[config.mk]
export PLATFORM = sky130hd
export DESIGN_NAME = conv_encoder_sys_flat
export DESIGN_NICKNAME = d
export VERILOG_FILES = /design/src/rtl/conv_encoder_sys_if.sv /design/src/rtl/conv_encoder_sys.sv /design/src/flat_wrapper.sv
export SDC_FILE = /design/constraint.sdc
export NUM_CORES = 1
export LEC_CHECK = 0
export CAP_MARGIN = 20
export CORE_MARGIN = 2
export CORE_UTILIZATION = 54
export CTS_CLUSTER_DIAMETER = 40
export CTS_CLUSTER_SIZE = 16
export DETAILED_ROUTE_END_ITERATION = 6
export PLACE_DENSITY_LB_ADDON = 0.25
export SLEW_MARGIN = 20
export SYNTH_ARGS = -nofsm -noshare
export SYNTH_HDL_FRONTEND = slang
export SYNTH_SLANG_ARGS = --single-unit
[constraint.sdc]
create_clock -name clk -period 2.85 [get_ports clk]
set_clock_uncertainty 0.1 [all_clocks]
set_input_delay 0.57 -clock clk [delete_from_list [all_inputs] [get_ports clk]]
set_output_delay 0.57 -clock clk [all_outputs]
set_load 0.02 [all_outputs]
[src/rtl/conv_encoder_sys_if.sv]
// Stream interface of the rate-1/2 K=3 convolutional encoder.
// Input side:  in_bit / in_valid / in_ready (one data bit per handshake).
// Output side: encoded_bits / out_valid / out_ready plus frame markers
//              out_first / out_last. encoded_bits[1] = G0 parity, [0] = G1 parity.
// slave  : the encoder (consumes bits, produces symbols).
// master : the environment around it (produces bits, consumes symbols).
interface conv_encoder_sys_if;
   logic       in_bit;
   logic       in_valid;
   logic       in_ready;
   logic [1:0] encoded_bits;
   logic       out_valid;
   logic       out_ready;
   logic       out_first;
   logic       out_last;

   modport slave (
      input  in_bit, in_valid, out_ready,
      output in_ready, encoded_bits, out_valid, out_first, out_last
   );

   modport master (
      output in_bit, in_valid, out_ready,
      input  in_ready, encoded_bits, out_valid, out_first, out_last
   );
endinterface

[src/rtl/conv_encoder_sys.sv]
// Rate-1/2, K=3 convolutional encoder with fixed-length frames and 2 zero
// tail bits per frame, so every frame ends in trellis state 00.
// Ports:
//   clk         - rising-edge clock
//   rst         - asynchronous active-high reset
//   bus         - conv_encoder_sys_if.slave stream (bit in, symbol out)
//   frame_count - completed frames, wraps 255 -> 0
module conv_encoder_sys #(
   parameter int unsigned FRAME_LEN = 13,
   parameter logic [2:0]  G0        = 3'b111,
   parameter logic [2:0]  G1        = 3'b101
) (
   input  logic               clk,
   input  logic               rst,
   conv_encoder_sys_if.slave  bus,
   output logic [7:0]         frame_count
);

   localparam int unsigned CNT_W = 8;
   localparam logic [CNT_W-1:0] FRAME_LEN_W = CNT_W'(FRAME_LEN);

   typedef enum logic [1:0] {
      IDLE = 2'd0,
      DATA = 2'd1,
      TAIL = 2'd2
   } state_t;

   state_t           state_q, state_d;
   logic [1:0]       sr_q, sr_d;
   logic [CNT_W-1:0] bit_cnt_q, bit_cnt_d;
   logic             tail_cnt_q, tail_cnt_d;
   logic [1:0]       enc_q, enc_d;
   logic             valid_q, valid_d;
   logic             first_q, first_d;
   logic             last_q, last_d;
   logic [CNT_W-1:0] frame_count_q, frame_count_d;

   logic slot_free_c;
   logic in_ready_c;
   logic accept_c;

   // Parity of {current, previous, one-before} against a generator.
   function automatic logic [1:0] encode(input logic b, input logic [1:0] sr);
      logic [2:0] reg3;
      reg3 = {b, sr[0], sr[1]};
      return {^(reg3 & G0), ^(reg3 & G1)};
   endfunction

   // Output slot can take a new symbol when empty or being retired now.
   assign slot_free_c = !valid_q || bus.out_ready;
   assign in_ready_c  = slot_free_c && ((state_q == IDLE) || (state_q == DATA));
   assign accept_c    = in_ready_c && bus.in_valid;

   // Next-state and output-register logic.
   always_comb begin
      state_d       = state_q;
      sr_d          = sr_q;
      bit_cnt_d     = bit_cnt_q;
      tail_cnt_d    = tail_cnt_q;
      enc_d         = enc_q;
      valid_d       = valid_q;
      first_d       = first_q;
      last_d        = last_q;
      frame_count_d = frame_count_q;

      // Retire the held symbol; a load below overrides this.
      if (slot_free_c) begin
         valid_d = 1'b0;
      end

      case (state_q)
         IDLE: begin
            if (accept_c) begin
               enc_d      = encode(bus.in_bit, sr_q);
               sr_d       = {sr_q[0], bus.in_bit};
               valid_d    = 1'b1;
               first_d    = 1'b1;
               last_d     = 1'b0;
               bit_cnt_d  = CNT_W'(1);
               tail_cnt_d = 1'b0;
               state_d    = (FRAME_LEN == 1) ? TAIL : DATA;
            end
         end
         DATA: begin
            if (accept_c) begin
               enc_d     = encode(bus.in_bit, sr_q);
               sr_d      = {sr_q[0], bus.in_bit};
               valid_d   = 1'b1;
               first_d   = 1'b0;
               last_d    = 1'b0;
               bit_cnt_d = bit_cnt_q + CNT_W'(1);
               if (bit_cnt_q + CNT_W'(1) == FRAME_LEN_W) begin
                  tail_cnt_d = 1'b0;
                  state_d    = TAIL;
               end
            end
         end
         TAIL: begin
            // Zero tail flushes sr back to 00 without an explicit clear.
            if (slot_free_c) begin
               enc_d      = encode(1'b0, sr_q);
               sr_d       = {sr_q[0], 1'b0};
               valid_d    = 1'b1;
               first_d    = 1'b0;
               last_d     = tail_cnt_q;
               tail_cnt_d = 1'b1;
               if (tail_cnt_q) begin
                  frame_count_d = frame_count_q + CNT_W'(1);
                  bit_cnt_d     = '0;
                  state_d       = IDLE;
               end
            end
         end
         default: begin
            state_d = IDLE;
         end
      endcase
   end

   // State and output registers.
   always_ff @(posedge clk or posedge rst) begin
      if (rst) begin
         state_q       <= IDLE;
         sr_q          <= 2'b00;
         bit_cnt_q     <= '0;
         tail_cnt_q    <= 1'b0;
         enc_q         <= 2'b00;
         valid_q       <= 1'b0;
         first_q       <= 1'b0;
         last_q        <= 1'b0;
         frame_count_q <= '0;
      end else begin
         state_q       <= state_d;
         sr_q          <= sr_d;
         bit_cnt_q     <= bit_cnt_d;
         tail_cnt_q    <= tail_cnt_d;
         enc_q         <= enc_d;
         valid_q       <= valid_d;
         first_q       <= first_d;
         last_q        <= last_d;
         frame_count_q <= frame_count_d;
      end
   end

   assign bus.in_ready     = in_ready_c;
   assign bus.encoded_bits = enc_q;
   assign bus.out_valid    = valid_q;
   assign bus.out_first    = first_q;
   assign bus.out_last     = last_q;
   assign frame_count      = frame_count_q;

endmodule
[src/flat_wrapper.sv]
// flat-port wrapper written by rule: the top's interface ports become plain ports
module conv_encoder_sys_flat 
#(
   parameter int unsigned FRAME_LEN = 13,
   parameter logic [2:0]  G0        = 3'b111,
   parameter logic [2:0]  G1        = 3'b101
)
  (clk, rst, frame_count, bus_in_bit, bus_in_valid, bus_out_ready, bus_in_ready, bus_encoded_bits, bus_out_valid, bus_out_first, bus_out_last);
  conv_encoder_sys_if bus_i ();
  input  logic clk;
  input  logic rst;
  output logic [7:0] frame_count;
  input wire logic [$bits(bus_i.in_bit)-1:0] bus_in_bit;
  input wire logic [$bits(bus_i.in_valid)-1:0] bus_in_valid;
  input wire logic [$bits(bus_i.out_ready)-1:0] bus_out_ready;
  output wire logic [$bits(bus_i.in_ready)-1:0] bus_in_ready;
  output wire logic [$bits(bus_i.encoded_bits)-1:0] bus_encoded_bits;
  output wire logic [$bits(bus_i.out_valid)-1:0] bus_out_valid;
  output wire logic [$bits(bus_i.out_first)-1:0] bus_out_first;
  output wire logic [$bits(bus_i.out_last)-1:0] bus_out_last;
  assign bus_i.in_bit = bus_in_bit;
  assign bus_i.in_valid = bus_in_valid;
  assign bus_i.out_ready = bus_out_ready;
  assign bus_in_ready = bus_i.in_ready;
  assign bus_encoded_bits = bus_i.encoded_bits;
  assign bus_out_valid = bus_i.out_valid;
  assign bus_out_first = bus_i.out_first;
  assign bus_out_last = bus_i.out_last;
  conv_encoder_sys #(.FRAME_LEN(FRAME_LEN), .G0(G0), .G1(G1)) u_core (.clk(clk), .rst(rst), .bus(bus_i), .frame_count(frame_count));
endmodule
==> results of run 1 <==
-- cell type report --
| cell class | instances | area [µm²] |
|---|---|---|
| clock buffers | 3 | 22.5 |
| flip-flops and latches | 26 | 651 |
| inverters | 7 | 26.3 |
| fillers | 202 | 811 |
| multi-input cells | 105 | 727 |
| clock inverters | 1 | 30.0 |
| repair buffers | 20 | 195 |
| well taps | 30 | 37.5 |
-- flip-flops by register name, indices dropped and copies added, names as in the netlist --
signal and flops:
u_core.bus.out_first 1, u_core.sr_q 2, u_core.bus.out_last 1, u_core.tail_cnt_q 1, u_core.bus.out_valid 1, u_core.bit_cnt_q 8
u_core.frame_count 8, u_core.state_q 2, u_core.bus.encoded_bits 2
-- cell usage after synthesis, types with 2 or more instances --
master    number  area, µm²
a21oi_1        8       40.0
nand4_1        5       31.3
and3_1         4       25.0
a31oi_1        2       12.5
buf_6          2       22.5
dfrtp_1       26        651
clkbuf_1       5       18.8
o21ai_1       13       65.1
inv_1          7       26.3
nand3_1        3       15.0
o21ai_0        3       15.0
o31ai_1        6       45.0
nor2b_1        7       43.8
xnor2_1        9       78.8
a211o_1        2       17.5
ha_1           8        100
mux2_1         6       67.6
nand2_1       10       37.5
nor2_1         6       22.5
-- power groups by stage --
stage	combinational, mW	sequential (mW)	clock (mW)
CTS	0.827	0.564	0.263
finish	0.821	0.563	0.260
global route	0.903	0.582	0.278
detailed placement	0.818	0.572	0
floorplan	0.515	0.613	0
global placement	0.781	0.560	0
-- kinds of logic after synthesis --
kind of cell    after synthesis  synth area share (%)
mux                           7                  5.45
buf+inv                      14                  4.68
flops                        26                  45.0
fa+ha+maj                     8                  6.93
compound gates               38                  16.3
xor+xnor                     10                  6.06
simple gates                 42                  15.6
-- path summary, 6_finish.rpt --
check	start	end	slack [ns]
worst max-delay path	u_core.state_q[1]$_DFFE_PP0P_	bus_in_ready	0.15
worst min-delay path	u_core.frame_count[7]$_DFFE_PP0P_	u_core.frame_count[7]$_DFFE_PP0P_	0.38
worst max register to register	u_core.state_q[1]$_DFFE_PP0P_	u_core.bit_cnt_q[4]$_DFFE_PP0P_	0.58
worst min register to register	u_core.frame_count[7]$_DFFE_PP0P_	u_core.frame_count[7]$_DFFE_PP0P_	0.38
max in group asynchronous	rst	u_core.bus.out_valid$_DFF_PP0_	1.91
min in group asynchronous	rst	u_core.bit_cnt_q[6]$_DFFE_PP0P_	0.48
-- routing by layer --
layer / up-vias / global-route usage, % / routed length [µm]
met5: - / 0 / 0
met2: 31 / 33.3 / 1330
met3: 7 / 2.79 / 109
li1: 546 / - / -
met4: 0 / 6.27 / 57
met1: 528 / 23.2 / 1220
-- cells in the final DEF, fill, tap and decap left out, types with 2 or more instances in the layout --
cell             instances
o21ai_0                  3
nor2b_1                  7
mux2_1                   6
xnor2_1                  9
a21oi_1                  8
o31ai_1                  6
ha_1                     8
buf_4                    2
nand3_1                  3
a211o_1                  2
inv_1                    7
clkbuf_4                 3
a31oi_1                  2
and3_1                   4
clkdlybuf4s50_1         18
o21ai_1                 13
nand2_1                 10
nor2_1                   6
dfrtp_1                 26
nand4_1                  5
==> impl_metrics.tcl, run 1 <==
set metrics [dict create \
    drtIter0Drc 23 \
    slew_headroom_pct 68.6 \
    grt_pass1_wl_um 4640 \
    cts_sinks 26 \
    syn-mean-instance-area_um2 9.97 \
    pwr-share-clk_pct 15.8 \
    final_cell_area_mm2 0.00169 \
    dr.pass1.iters 4 \
    path_cells "inv_1 > ha_1 > nor2_1 > nor2_1 > clkdlybuf4s50_1" \
    rsz0062_at_grt "no" \
    crit_family "buffers and inverters" \
    path_depth 5 \
    grt_pass1_vias 1040 \
    p_int_uw 974 \
    nets 176 \
    dp.cells 188 \
    drive_gt1_share_pct 6.17 \
    combPwrFrac_pct 49.9 \
    yosys_warnings 0 \
    start_kind "flip-flop" \
    p_seq_share_pct 34.2 \
    cts_buffers 3 \
    hold_path_class "reg2reg" \
    reg2reg_depth 7 \
    synth_nets 158 \
    ir_worst_vdd_uv 859 \
    final_antenna_net_count 0 \
    wl_per_cell_um 14.1 \
    synthArstFlopShare_pct 100 \
    root_buffer "clkbuf_4" \
    hold_ws_ns 0.378 \
    yosys_register_bits 26 \
    crit_required_ns 2.18 \
    cts_resized 0 \
    cp.arrival_ns 2.03 \
    fmax_mhz 371 \
    switchingPower_uw 669 \
    worstSetupPathType "reg2out" \
    initial_core_util_pct 57.8 \
    wl_um 2710 \
    grt_max_degree 27 \
    antennaDiodeCount 0 \
    portBuffers 18 \
    fin_cells 192 \
    place_hpwl_um 1930 \
    pre_cts_ws_ns 0.385 \
    area_growth_syn_to_layout_pct 16.9 \
    num_vias 1112 \
    synthDistinctLibCells 32 \
    dpl_cell_area_mm2 0.00164 \
    fin_util_pct 67.6 \
    cts_tree "built" \
    finalPower_mw 1.64 \
    setup_viol 0 \
    grt_antenna_before_repair 0 \
    setup_tns_ns 0 \
    die_area_mm2 0.00311 \
    clockBufferDepth 2 \
    core_mm2 0.00250 \
    hold_viol_final 0 \
    rows 18 \
    netlist_area_mm2 0.00145 \
    p_leak_nw 0.734 \
    drc 0 \
    max-cap-violations 0 \
    grt_usage_pct 18.8 \
    tightest_slew_ns 0.471 \
    gp_congestion 0.823 \
    postCtsHoldBufs 0 \
    fp.dieH_um 55.7 \
    avgViaCountPerCell 5.79 \
    cpPeakStageDelay_ns 0.60 \
    postCtsSetupBuffers 0 \
    seq_area_frac_synth_pct 45.0 \
    path_buf_inv 2 \
    clk_latency_ns 0.34 \
    synth_edf_count 0 \
    setup_ws_ns 0.154 \
    grt-ovfl-total 0 \
    ys.flop_type "dfrtp_1" \
    outcome "finished, final reports clean" \
    holdPathStages 1 \
    min_period_over_period_pct 94.6 \
    cp-end-kind "primary output" \
    ioPinCount 19 \
    power_density_mw_per_mm2 973 \
    slew_violations 0 \
    p_sw_share_pct 40.7 \
    clk_pin_slew_ns 0.15 \
    netlist_instances 145 \
    cts_max_level 1 \
    crit_path_frequent_cell "nor2_1" \
    slowest_stage "clkdlybuf4s50_1" \
    fin_crit_ns 2.70 \
    path_max_fanout 7 \
    die_w_um 55.7 \
]
Power figures use the tool's default switching activity.
==> inputs of run 2 (changes only) <==
--- a/config.mk
+++ b/config.mk
@@ -5,10 +5,9 @@
 export SDC_FILE = /design/constraint.sdc
 export NUM_CORES = 1
 export LEC_CHECK = 0
-export CAP_MARGIN = 20
-export CORE_MARGIN = 2
+export CORE_MARGIN = 1
 export CORE_UTILIZATION = 54
-export CTS_CLUSTER_DIAMETER = 40
+export CTS_CLUSTER_DIAMETER = 150
 export CTS_CLUSTER_SIZE = 16
 export DETAILED_ROUTE_END_ITERATION = 6
 export PLACE_DENSITY_LB_ADDON = 0.25
==> impl_metrics.tcl, run 2 (synthesis gave the netlist of run 1 again) <==
set metrics [dict create \
    start_kind "flip-flop" \
    rows 18 \
    r2r_slack_ns 0.63 \
    pre_cts_ws_ns 0.386 \
    startpoint "u_core.state_q[1]$_DFFE_PP0P_" \
    path_buf_inv 2 \
    wl_um 2590 \
    dr.pass1.iters 3 \
    tightest_slew_ns 0.497 \
    hold_viol_final 0 \
    path_max_fanout 7 \
    cts_tree "built" \
    cts_resized 0 \
    final_cell_mix "dfrtp_1, clkdlybuf4s50_1, o21ai_1" \
    postCtsHoldBufs 0 \
    ioPinCount 19 \
    outcome "finished, final reports clean" \
    nets 176 \
    grt_max_degree 27 \
    wl_per_cell_um 13.5 \
    rsz0062_at_grt "no" \
    postCtsSetupBuffers 0 \
    fin_crit_ns 2.66 \
    slew_violations 0 \
    initial_core_util_pct 57.8 \
    setup_tns_ns 0 \
    die_area_mm2 0.00289 \
    slowest_stage "clkdlybuf4s50_1" \
    crit_path_frequent_cell "nor2_1" \
    worstSetupPathType "reg2out" \
    area_growth_syn_to_layout_pct 14.8 \
    reg2reg_depth 7 \
    final_antenna_net_count 0 \
    path_cells "inv_1 > ha_1 > nor2_1 > nor2_1 > clkdlybuf4s50_1" \
    final_common_cell "dfrtp_1" \
    drc 0 \
    cp-end-kind "primary output" \
    drtIter0Drc 12 \
    cts_buffers 3 \
    hold_ws_ns 0.385 \
    timing.rr.end "u_core.bit_cnt_q[7]$_DFFE_PP0P_" \
    rr_startpoint "u_core.state_q[1]$_DFFE_PP0P_" \
    fmax_mhz 376 \
    die_w_um 53.7 \
    path_depth 5 \
    clk_pin_slew_ns 0.14 \
    cpPeakStageDelay_ns 0.60 \
    core_mm2 0.00250 \
    grt_usage_pct 20.8 \
    cts_max_level 1 \
    fp.dieH_um 53.7 \
    avgViaCountPerCell 5.66 \
    clk_latency_ns 0.31 \
    crit_required_ns 2.18 \
    slew_headroom_pct 66.9 \
    n_fill_cell 201 \
    ir_worst_vdd_uv 767 \
    setup_viol 0 \
    place_hpwl_um 1880 \
    hold_path_class "reg2reg" \
    max-cap-violations 0 \
    endpoint "bus_in_ready" \
    min_period_over_period_pct 93.4 \
    cp.arrival_ns 1.99 \
    grt_antenna_before_repair 0 \
    gp_congestion 0.829 \
    root_buffer "clkbuf_4" \
    grt-ovfl-total 0 \
    grt_pass1_vias 993 \
    portBuffers 18 \
    power_density_mw_per_mm2 922 \
    drive_gt1_share_pct 5.59 \
    antennaDiodeCount 0 \
    setup_ws_ns 0.189 \
    p_leak_nw 0.720 \
    clockBufferDepth 2 \
    crit_family "buffers and inverters" \
    grt_pass1_wl_um 4350 \
    cts_sinks 26 \
    num_vias 1081 \
]
## run 2: cell count changes in the layout (fill, tap and decap cells not counted), sizes merged
| cell | previous run | this run |
|---|---|---|
| bufinv | 1 | 0 |
## run 2: worst register-to-register path, stage by stage (launching register included)
cell and delay, ns:
dfrtp_1 0.42, inv_1 0.09, ha_1 0.27, nor2_1 0.29, a21oi_1 0.10, a211o_1 0.30
or2_0 0.32, o31ai_1 0.26
## run 2: cell type report
class	instances	area [µm²]	area share [%]
Tap cell	30	37.5	2.26
Sequential cell	26	651	39.2
Clock buffer	3	22.5	1.36
Timing Repair Buffer	20	195	11.8
Multi-Input combinational cell	105	727	43.8
Inverter	7	26.3	1.58
## run 2: report_power, final
group          internal, mW  switching [mW]  total, mW
combinational         0.360           0.453      0.813
clock                0.0494           0.107      0.157
sequential            0.472          0.0886      0.561
## run 2: stage by stage
step           total power [mW]  instances  utilization (%)  area [µm²]
6_report                   1.53        191             66.4        1660
5_1_grt                    1.66        191             66.4        1660
4_1_cts                    1.54        191             66.4        1660
3_5_place_dp               1.38        188             65.5        1640
3_3_place_gp               1.34        188             65.5        1640
2_1_floorplan              1.13        145                -        1450
## run 2: per-layer routing
metal	wire [µm]	track usage (%)
met5	0	0
met4	23	7.46
met3	72	2.54
met2	1210	36.0
met1	1290	26.4
## run 2: worst min path at each step
stage | slack, ns | cells after the start | start | to
after floorplan | 0.35 | 1 | u_core.bit_cnt_q[7]$_DFFE_PP0P_ | u_core.bit_cnt_q[7]$_DFFE_PP0P_
after global placement | 0.36 | 1 | u_core.frame_count[7]$_DFFE_PP0P_ | u_core.frame_count[7]$_DFFE_PP0P_
after detailed placement | 0.37 | 1 | u_core.frame_count[7]$_DFFE_PP0P_ | u_core.frame_count[7]$_DFFE_PP0P_
after CTS | 0.39 | 1 | u_core.frame_count[7]$_DFFE_PP0P_ | u_core.frame_count[7]$_DFFE_PP0P_
after global routing | 0.41 | 1 | u_core.frame_count[7]$_DFFE_PP0P_ | u_core.frame_count[7]$_DFFE_PP0P_
final | 0.38 | 1 | u_core.frame_count[7]$_DFFE_PP0P_ | u_core.frame_count[7]$_DFFE_PP0P_
==> inputs of run 3 (changes only) <==
--- a/config.mk
+++ b/config.mk
@@ -10,6 +10,7 @@
 export CTS_CLUSTER_DIAMETER = 150
 export CTS_CLUSTER_SIZE = 16
 export DETAILED_ROUTE_END_ITERATION = 6
+export HOLD_SLACK_MARGIN = 0.1
 export PLACE_DENSITY_LB_ADDON = 0.25
 export SLEW_MARGIN = 20
 export SYNTH_ARGS = -nofsm -noshare
==> results of run 3 <==
Final layout, timing and power as in run 2 (identical DEF).
